--- src/rtl/inst_fetch_pkg.sv ---
// Shared constants, FIFO entry payload and pointer-width helper for the fetch front end.
// Optional misaligned-target exception path: INST_FETCH_ADEL_EN.
package inst_fetch_pkg;

  localparam logic [31:0] RESET_PC_DEF = 32'hBFC0_0000;
  localparam logic [31:0] ZeroWord     = 32'h0000_0000;
  localparam logic        Branch       = 1'b1;
  localparam logic        True_v       = 1'b1;
  localparam logic        False_v      = 1'b0;

  typedef struct packed {
    logic [31:0] addr;
    logic [31:0] inst;
`ifdef INST_FETCH_ADEL_EN
    logic        adel;
`endif
  } fetch_entry_t;

  function automatic int unsigned ptr_width(input int unsigned depth);
    return (depth > 1) ? $clog2(depth) : 1;
  endfunction

endpackage

--- src/rtl/inst_fetch_if.sv ---
// SRAM request/response and decoder hand-off signals of the fetch unit.
// inst_adel_o exists only when INST_FETCH_ADEL_EN is defined.
interface inst_fetch_if;

  logic        inst_sram_req_o;
  logic [31:0] inst_sram_addr_o;
  logic        inst_sram_gnt_i;
  logic        inst_sram_rvalid_i;
  logic [31:0] inst_sram_rdata_i;
  logic [31:0] inst_o;
  logic [31:0] inst_addr_o;
  logic        inst_valid_o;
  logic        inst_ready_i;
  logic        branch_flag_i;
  logic [31:0] branch_target_address_i;
`ifdef INST_FETCH_ADEL_EN
  logic        inst_adel_o;
`endif

  modport master (
`ifdef INST_FETCH_ADEL_EN
    output inst_adel_o,
`endif
    output inst_sram_req_o, inst_sram_addr_o, inst_o, inst_addr_o, inst_valid_o,
    input  inst_sram_gnt_i, inst_sram_rvalid_i, inst_sram_rdata_i,
    input  inst_ready_i, branch_flag_i, branch_target_address_i
  );

  modport slave (
`ifdef INST_FETCH_ADEL_EN
    input  inst_adel_o,
`endif
    input  inst_sram_req_o, inst_sram_addr_o, inst_o, inst_addr_o, inst_valid_o,
    output inst_sram_gnt_i, inst_sram_rvalid_i, inst_sram_rdata_i,
    output inst_ready_i, branch_flag_i, branch_target_address_i
  );

endinterface

--- src/rtl/inst_fetch_fifo.sv ---
// DEPTH-entry synchronous FIFO of fetched {addr, inst} entries with a flush that
// wins over any same-cycle push or pop.
module inst_fetch_fifo
  import inst_fetch_pkg::*;
#(
  parameter  int unsigned DEPTH = 2,
  localparam int unsigned PW    = ptr_width(DEPTH),
  localparam int unsigned CW    = PW + 1
) (
  input  logic          clk,
  input  logic          resetn,
  input  logic          flush_i,
  input  logic          push_i,
  input  fetch_entry_t  entry_i,
  input  logic          pop_i,
  output fetch_entry_t  head_o,
  output logic [CW-1:0] count_o,
  output logic          full_o,
  output logic          empty_o
);

  fetch_entry_t  mem_q [DEPTH];
  fetch_entry_t  mem_d [DEPTH];
  logic [PW-1:0] rd_q, rd_d, wr_q, wr_d;
  logic [CW-1:0] cnt_q, cnt_d;
  logic          do_push, do_pop;

  // Push is accepted when full only if the head leaves in the same cycle.
  always_comb begin
    do_pop  = pop_i & (cnt_q != '0);
    do_push = push_i & ((cnt_q != CW'(DEPTH)) | do_pop);
    mem_d   = mem_q;
    rd_d    = rd_q;
    wr_d    = wr_q;
    cnt_d   = cnt_q;
    if (flush_i) begin
      rd_d  = '0;
      wr_d  = '0;
      cnt_d = '0;
    end else begin
      if (do_push) begin
        mem_d[wr_q] = entry_i;
        wr_d        = wr_q + PW'(1);
      end
      if (do_pop) begin
        rd_d = rd_q + PW'(1);
      end
      cnt_d = cnt_q + CW'(do_push) - CW'(do_pop);
    end
  end

  always_ff @(posedge clk or negedge resetn) begin
    if (!resetn) begin
      mem_q <= '{default: '0};
      rd_q  <= '0;
      wr_q  <= '0;
      cnt_q <= '0;
    end else begin
      mem_q <= mem_d;
      rd_q  <= rd_d;
      wr_q  <= wr_d;
      cnt_q <= cnt_d;
    end
  end

  // Head reads as zero when empty so the decoder never sees a stale word.
  always_comb begin
    head_o = '0;
    if (cnt_q != '0) begin
      head_o = mem_q[rd_q];
    end
    if (cnt_q == '0) begin
      head_o.inst = ZeroWord;
    end
  end

  assign count_o = cnt_q;
  assign full_o  = (cnt_q == CW'(DEPTH));
  assign empty_o = (cnt_q == '0);

endmodule

--- src/rtl/inst_fetch.sv ---
// Instruction fetch front end: PC, req/gnt/rvalid SRAM protocol, output FIFO and redirect.
// Define INST_FETCH_ADEL_EN to report misaligned redirect targets instead of masking them.
module inst_fetch
  import inst_fetch_pkg::*;
#(
  parameter logic [31:0] RESET_PC = RESET_PC_DEF,
  parameter int unsigned DEPTH    = 2
) (
  input logic          clk,
  input logic          resetn,
  inst_fetch_if.master bus
);

  localparam int unsigned PW = ptr_width(DEPTH);
  localparam int unsigned CW = PW + 1;
  localparam int unsigned OW = CW + 1;

  logic          run_q, run_d;
  logic [31:0]   fetch_pc_q, fetch_pc_d;
  logic [CW-1:0] outstanding_q, outstanding_d;
  logic [CW-1:0] discard_q, discard_d;
  logic [31:0]   aq_q [DEPTH];
  logic [31:0]   aq_d [DEPTH];
  logic [PW-1:0] aq_wr_q, aq_wr_d, aq_rd_q, aq_rd_d;
`ifdef INST_FETCH_ADEL_EN
  logic          halt_q, halt_d;
  logic          adel_pend_q, adel_pend_d;
`endif

  logic          req_c, grant_c, rvalid_c, pop_c, flush_c, fifo_push_c;
  logic [31:0]   target_c;
  logic [OW-1:0] occupancy_c;
  fetch_entry_t  push_entry_c, head_c;
  logic [CW-1:0] fifo_count_c;
  logic          fifo_full_c, fifo_empty_c;

  inst_fetch_fifo #(.DEPTH(DEPTH)) u_fifo (
    .clk     (clk),
    .resetn  (resetn),
    .flush_i (flush_c),
    .push_i  (fifo_push_c),
    .entry_i (push_entry_c),
    .pop_i   (pop_c),
    .head_o  (head_c),
    .count_o (fifo_count_c),
    .full_o  (fifo_full_c),
    .empty_o (fifo_empty_c)
  );

  // Request gating, counters, grant-time address queue and redirect.
  always_comb begin
    run_d        = True_v;
    fetch_pc_d   = fetch_pc_q;
    aq_d         = aq_q;
    aq_wr_d      = aq_wr_q;
    aq_rd_d      = aq_rd_q;
    discard_d    = discard_q;
    fifo_push_c  = 1'b0;
    push_entry_c = '0;
`ifdef INST_FETCH_ADEL_EN
    halt_d       = halt_q;
    adel_pend_d  = adel_pend_q;
    target_c     = bus.branch_target_address_i;
`else
    target_c     = bus.branch_target_address_i & ~32'h3;
`endif
    // Every granted-but-unreturned request holds a FIFO slot in reserve.
    occupancy_c  = OW'(outstanding_q) + OW'(fifo_count_c);
    req_c        = run_q & ~fifo_full_c & (occupancy_c < OW'(DEPTH));
`ifdef INST_FETCH_ADEL_EN
    req_c        = req_c & ~halt_q;
`endif
    grant_c      = req_c & bus.inst_sram_gnt_i;
    rvalid_c     = bus.inst_sram_rvalid_i;
    pop_c        = ~fifo_empty_c & bus.inst_ready_i;
    flush_c      = pop_c & (bus.branch_flag_i == Branch);

    outstanding_d = outstanding_q + CW'(grant_c) - CW'(rvalid_c);

    if (grant_c) begin
      aq_d[aq_wr_q] = fetch_pc_q;
      aq_wr_d       = aq_wr_q + PW'(1);
      fetch_pc_d    = fetch_pc_q + 32'd4;
    end

    if (rvalid_c) begin
      aq_rd_d = aq_rd_q + PW'(1);
      if (discard_q != '0) begin
        discard_d = discard_q - CW'(1);
      end else begin
        fifo_push_c       = 1'b1;
        push_entry_c.addr = aq_q[aq_rd_q];
        push_entry_c.inst = bus.inst_sram_rdata_i;
      end
    end

    // Everything still in flight after this edge belongs to the wrong path.
    if (flush_c) begin
      fetch_pc_d = target_c;
      discard_d  = outstanding_d;
    end

`ifdef INST_FETCH_ADEL_EN
    if (flush_c) begin
      halt_d      = (target_c[1:0] != 2'b00);
      adel_pend_d = halt_d;
    end else if (adel_pend_q && (outstanding_q == '0) && !fifo_full_c) begin
      fifo_push_c       = 1'b1;
      push_entry_c      = '0;
      push_entry_c.addr = fetch_pc_q;
      push_entry_c.adel = 1'b1;
      adel_pend_d       = 1'b0;
    end
`endif
  end

  always_ff @(posedge clk or negedge resetn) begin
    if (!resetn) begin
      run_q         <= False_v;
      fetch_pc_q    <= RESET_PC;
      outstanding_q <= '0;
      discard_q     <= '0;
      aq_q          <= '{default: '0};
      aq_wr_q       <= '0;
      aq_rd_q       <= '0;
`ifdef INST_FETCH_ADEL_EN
      halt_q        <= 1'b0;
      adel_pend_q   <= 1'b0;
`endif
    end else begin
      run_q         <= run_d;
      fetch_pc_q    <= fetch_pc_d;
      outstanding_q <= outstanding_d;
      discard_q     <= discard_d;
      aq_q          <= aq_d;
      aq_wr_q       <= aq_wr_d;
      aq_rd_q       <= aq_rd_d;
`ifdef INST_FETCH_ADEL_EN
      halt_q        <= halt_d;
      adel_pend_q   <= adel_pend_d;
`endif
    end
  end

  assign bus.inst_sram_req_o  = req_c;
  assign bus.inst_sram_addr_o = fetch_pc_q;
  assign bus.inst_o           = head_c.inst;
  assign bus.inst_addr_o      = head_c.addr;
  assign bus.inst_valid_o     = ~fifo_empty_c;
`ifdef INST_FETCH_ADEL_EN
  assign bus.inst_adel_o      = head_c.adel;
`endif

endmodule

--- src/flat_wrapper.sv ---
// flat-port wrapper written by rule: the top's interface ports become plain ports
module inst_fetch_flat import inst_fetch_pkg::*;
#(
  parameter logic [31:0] RESET_PC = RESET_PC_DEF,
  parameter int unsigned DEPTH    = 2
)
  (clk, resetn, bus_inst_sram_req_o, bus_inst_sram_addr_o, bus_inst_o, bus_inst_addr_o, bus_inst_valid_o, bus_inst_sram_gnt_i, bus_inst_sram_rvalid_i, bus_inst_sram_rdata_i, bus_inst_ready_i, bus_branch_flag_i, bus_branch_target_address_i);
  inst_fetch_if bus_i ();
  input logic clk;
  input logic resetn;
  output wire logic [$bits(bus_i.inst_sram_req_o)-1:0] bus_inst_sram_req_o;
  output wire logic [$bits(bus_i.inst_sram_addr_o)-1:0] bus_inst_sram_addr_o;
  output wire logic [$bits(bus_i.inst_o)-1:0] bus_inst_o;
  output wire logic [$bits(bus_i.inst_addr_o)-1:0] bus_inst_addr_o;
  output wire logic [$bits(bus_i.inst_valid_o)-1:0] bus_inst_valid_o;
  input wire logic [$bits(bus_i.inst_sram_gnt_i)-1:0] bus_inst_sram_gnt_i;
  input wire logic [$bits(bus_i.inst_sram_rvalid_i)-1:0] bus_inst_sram_rvalid_i;
  input wire logic [$bits(bus_i.inst_sram_rdata_i)-1:0] bus_inst_sram_rdata_i;
  input wire logic [$bits(bus_i.inst_ready_i)-1:0] bus_inst_ready_i;
  input wire logic [$bits(bus_i.branch_flag_i)-1:0] bus_branch_flag_i;
  input wire logic [$bits(bus_i.branch_target_address_i)-1:0] bus_branch_target_address_i;
  assign bus_inst_sram_req_o = bus_i.inst_sram_req_o;
  assign bus_inst_sram_addr_o = bus_i.inst_sram_addr_o;
  assign bus_inst_o = bus_i.inst_o;
  assign bus_inst_addr_o = bus_i.inst_addr_o;
  assign bus_inst_valid_o = bus_i.inst_valid_o;
  assign bus_i.inst_sram_gnt_i = bus_inst_sram_gnt_i;
  assign bus_i.inst_sram_rvalid_i = bus_inst_sram_rvalid_i;
  assign bus_i.inst_sram_rdata_i = bus_inst_sram_rdata_i;
  assign bus_i.inst_ready_i = bus_inst_ready_i;
  assign bus_i.branch_flag_i = bus_branch_flag_i;
  assign bus_i.branch_target_address_i = bus_branch_target_address_i;
  inst_fetch #(.RESET_PC(RESET_PC), .DEPTH(DEPTH)) u_core (.clk(clk), .resetn(resetn), .bus(bus_i));
endmodule
--- config.mk ---
export PLATFORM = sky130hd
export DESIGN_NAME = inst_fetch_flat
export DESIGN_NICKNAME = d
export VERILOG_FILES = /design/src/rtl/inst_fetch_pkg.sv /design/src/rtl/inst_fetch_if.sv /design/src/rtl/inst_fetch_fifo.sv /design/src/rtl/inst_fetch.sv /design/src/flat_wrapper.sv
export SDC_FILE = /design/constraint.sdc
export NUM_CORES = 1
export LEC_CHECK = 0
export BUFFER_PORTS_ARGS = -buffer_cell sky130_fd_sc_hd__clkbuf_2
export CAP_MARGIN = 40
export CELL_PAD_IN_SITES_DETAIL_PLACEMENT = 2
export CELL_PAD_IN_SITES_GLOBAL_PLACEMENT = 2
export CORE_MARGIN = 3
export CORE_UTILIZATION = 30
export CTS_BUF_LIST = sky130_fd_sc_hd__clkbuf_16
export DETAILED_ROUTE_END_ITERATION = 16
export GPL_TIMING_DRIVEN = 0
export PLACE_DENSITY = 0.79
export SETUP_SLACK_MARGIN = 0.5
export SLEW_MARGIN = 20
export SYNTH_ARGS = -nofsm -noshare
export SYNTH_HDL_FRONTEND = slang
export SYNTH_SLANG_ARGS = --single-unit
--- constraint.sdc ---
create_clock -name clk -period 3.4 [get_ports clk]
set_input_delay 0.51 -clock clk [delete_from_list [all_inputs] [get_ports clk]]
set_output_delay 0.51 -clock clk [all_outputs]
set_load 0.02 [all_outputs]
==> flow_metrics.tcl <==
set metrics [dict create \
    htreeDepth 1 \
    tightest_slew_ps 667 \
    p_per_area_nw_per_um2 959 \
    layout.cells.most_common "dfrtp_1" \
    clkTransAtPathRegs_ps 60 \
    final_nets 1323 \
    ys_ff_latch 227 \
    viasPerCell 4.91 \
    antenna_found_initial 0 \
    syn_area_sq_um 10500 \
    grt_max_degree 79 \
    post_drt_wl_per_cell_microns 19.7 \
    crit_path_end_kind "register" \
    finalWirelength_microns 33800 \
    maxSlewHeadroom_pct 55.6 \
    startpoint_type "register" \
    hold_viol 4 \
    clock_skew_ps 11.9 \
    crit_family "simple AND/OR/NAND/NOR gates" \
    critical_path.startpoint "u_core.u_fifo.count_o[0]" \
    fin_crit_sh_pct 83.0 \
    cp_max_fo 10 \
    max_stage_delay_ps 540 \
    place.gp.congestion 0.788 \
    required_ps 3820 \
    drtIter0Drc 300 \
    vias 8434 \
    grt_pass1_wl_microns 53500 \
    synthToLayoutAreaGrowth_pct 22.3 \
    violations "hold timing" \
    status "finished, violations left" \
    fin_util_pct 37.8 \
    vdd_drop_max_mv 0.423 \
    synth_edf_count 0 \
    timing.rr.end "u_core.discard_q[1]" \
    crit_top_cell "xnor2_1" \
    crit_buf_inv 2 \
    async_flop_share_pct 100 \
    io_buffers 162 \
    power.leakage_nw 5.79 \
    start_util_pct 30.9 \
    cts_tree "yes" \
    cts-hold-fix-buffers 0 \
    min_path_type "in -> async" \
    core_region_area_sq_um 34000 \
    setup_viol 0 \
    die-area_sq_um 37300 \
    ys_seq_area_share_pct 54.2 \
    regToRegSetupSlack_ps 580 \
    die_w_microns 193 \
    grt_pass1_vias 9520 \
    track_usage_pct 18.1 \
    rows 67 \
    fin_area_sq_um 12800 \
    syn_avg_cell_area_sq_um 10.0 \
    clockBufferDepth 3 \
    cts_buffers 27 \
    syn_inst 1049 \
    cts_root_buf "clkbuf_16" \
    antennaDiodeCount 0 \
    io_pins 168 \
    worst_path_max_delay_cell "or4b_4" \
    drc 0 \
    antenna_left 0 \
    layout_common_cells "dfrtp_1, nand2_1, clkbuf_2, o21ai_0, nor2_1" \
    tns_ps 0 \
    rr_worst_depth 10 \
    whs_ps -16.6 \
    dp_cells 1664 \
    critPathArrivalTime_ps 3240 \
    fin_crit_ps 2820 \
    fmax_ghz 0.354 \
    ys.flop_type "dfrtp_1" \
    die_height_microns 193 \
    criticalPathCategory "reg -> reg" \
    drt_pass1_iterations 4 \
    placedInstanceArea_sq_um 12000 \
    max_cap_viol_count 0 \
    synth-warning-count 0 \
    synth.distinct_cells 41 \
    dp_hpwl_microns 24600 \
    clk_latency_ps 530 \
    instances_no_fill 1716 \
    layout-drive-gt1-share_pct 27.5 \
    cts_sinks 227 \
    rsz0062_at_grt "true" \
    rr_startpoint "u_core.u_fifo.count_o[0]" \
    grt_overflow 0 \
    cp_cell_sequence "and2_1 -> fa_1 -> nand2b_1 -> or4b_4 -> inv_2 -> buf_6 -> ha_1 -> xnor2_1 -> xnor2_1 -> o21a_1" \
    slew_violations 0 \
]
## sequential cells by signal, indices dropped and copies added (netlist names)
register and cells:
u_core.aq_wr_q 1, u_core.u_fifo.rd_q 1, u_core.run_q 1, u_core.bus.inst_sram_addr_o 30, u_core.aq_rd_q 1, u_core.u_fifo.wr_q 1
u_core.aq_q 60, u_core.u_fifo.count_o 2, u_core.discard_q 2, u_core.u_fifo.mem_q 126, u_core.outstanding_q 2
## power breakdown
| group | switching, mW | internal, mW |
|---|---|---|
| Sequential | 0.962 | 3.92 |
| Clock | 1.15 | 1.44 |
| Combinational | 2.90 | 1.94 |
| Total | 5.02 | 7.30 |
## layer usage
| layer | global-route usage, % | part of all wire (%) |
|---|---|---|
| met5 | 0 | 0 |
| met4 | 3.62 | 1.8 |
| met3 | 2.46 | 3.8 |
| met2 | 32.1 | 49 |
| met1 | 23.8 | 45 |
## kinds of logic (layout without fill, tap and decap cells)
family	Yosys count	after routing	share of synthesized area (%)
other cells	2	3	0.0715
compound gates	171	171	8.49
buf+inv	81	299	3.24
simple gates	377	377	14.9
fa+ha+maj	6	6	0.786
flops	227	227	54.2
mux	152	152	15.5
xor+xnor	33	33	2.75
## worst max-delay path by stage
stage / endpoint / slack (ps) / depth (start not counted)
after CTS: u_core.u_fifo.count_o[1] / 480 / 13
after global routing: u_core.u_fifo.count_o[1] / 370 / 13
after floorplan: u_core.discard_q[1] / 780 / 10
final: u_core.discard_q[1] / 580 / 10
after detailed placement: u_core.u_fifo.count_o[1] / -120 / 12
after global placement: u_core.u_fifo.mem_q[7] / -2790 / 1
## final cells by class
type,instances,area [sq um]
clock inverter,23,111
timing repair buffer,168,906
sequential,227,5690
inverter,9,33.8
fill,3780,21200
multi-input combinational,742,4490
tap,448,561
clock buffer,27,676
buffer,72,375
## repair_timing
action,4_1_cts,5_1_grt
buffers inserted,0,0
cloned,0,0
endpoints found under the setup margin,92,192
pin swaps,0,0
resized for setup,20,39
## through the flow
| step | worst slack (ps) | total power [mW] |
|---|---|---|
| 2_1_floorplan | 775 | 7.85 |
| 3_5_place_dp | -122 | 9.75 |
| 6_report | 578 | 12.3 |
| 5_1_grt | 373 | 13.3 |
| 4_1_cts | 476 | 12.5 |
| 3_3_place_gp | -2790 | 9.40 |
## Yosys cell counts (all sizes together) (11+ instances only)
library cell	instances	share of area [%]
mux2i	63	6.0
nor3	12	0.57
dfrtp	218	52
nand4	18	1.1
xnor2	15	1.3
buf	30	1.4
mux2	89	9.5
nand2	207	7.4
xor2	18	1.5
a21oi	28	1.3
nor2	106	3.8
clkbuf	42	1.5
nand3	11	0.52
o21ai	129	6.1
Power figures use the tool's default switching activity.
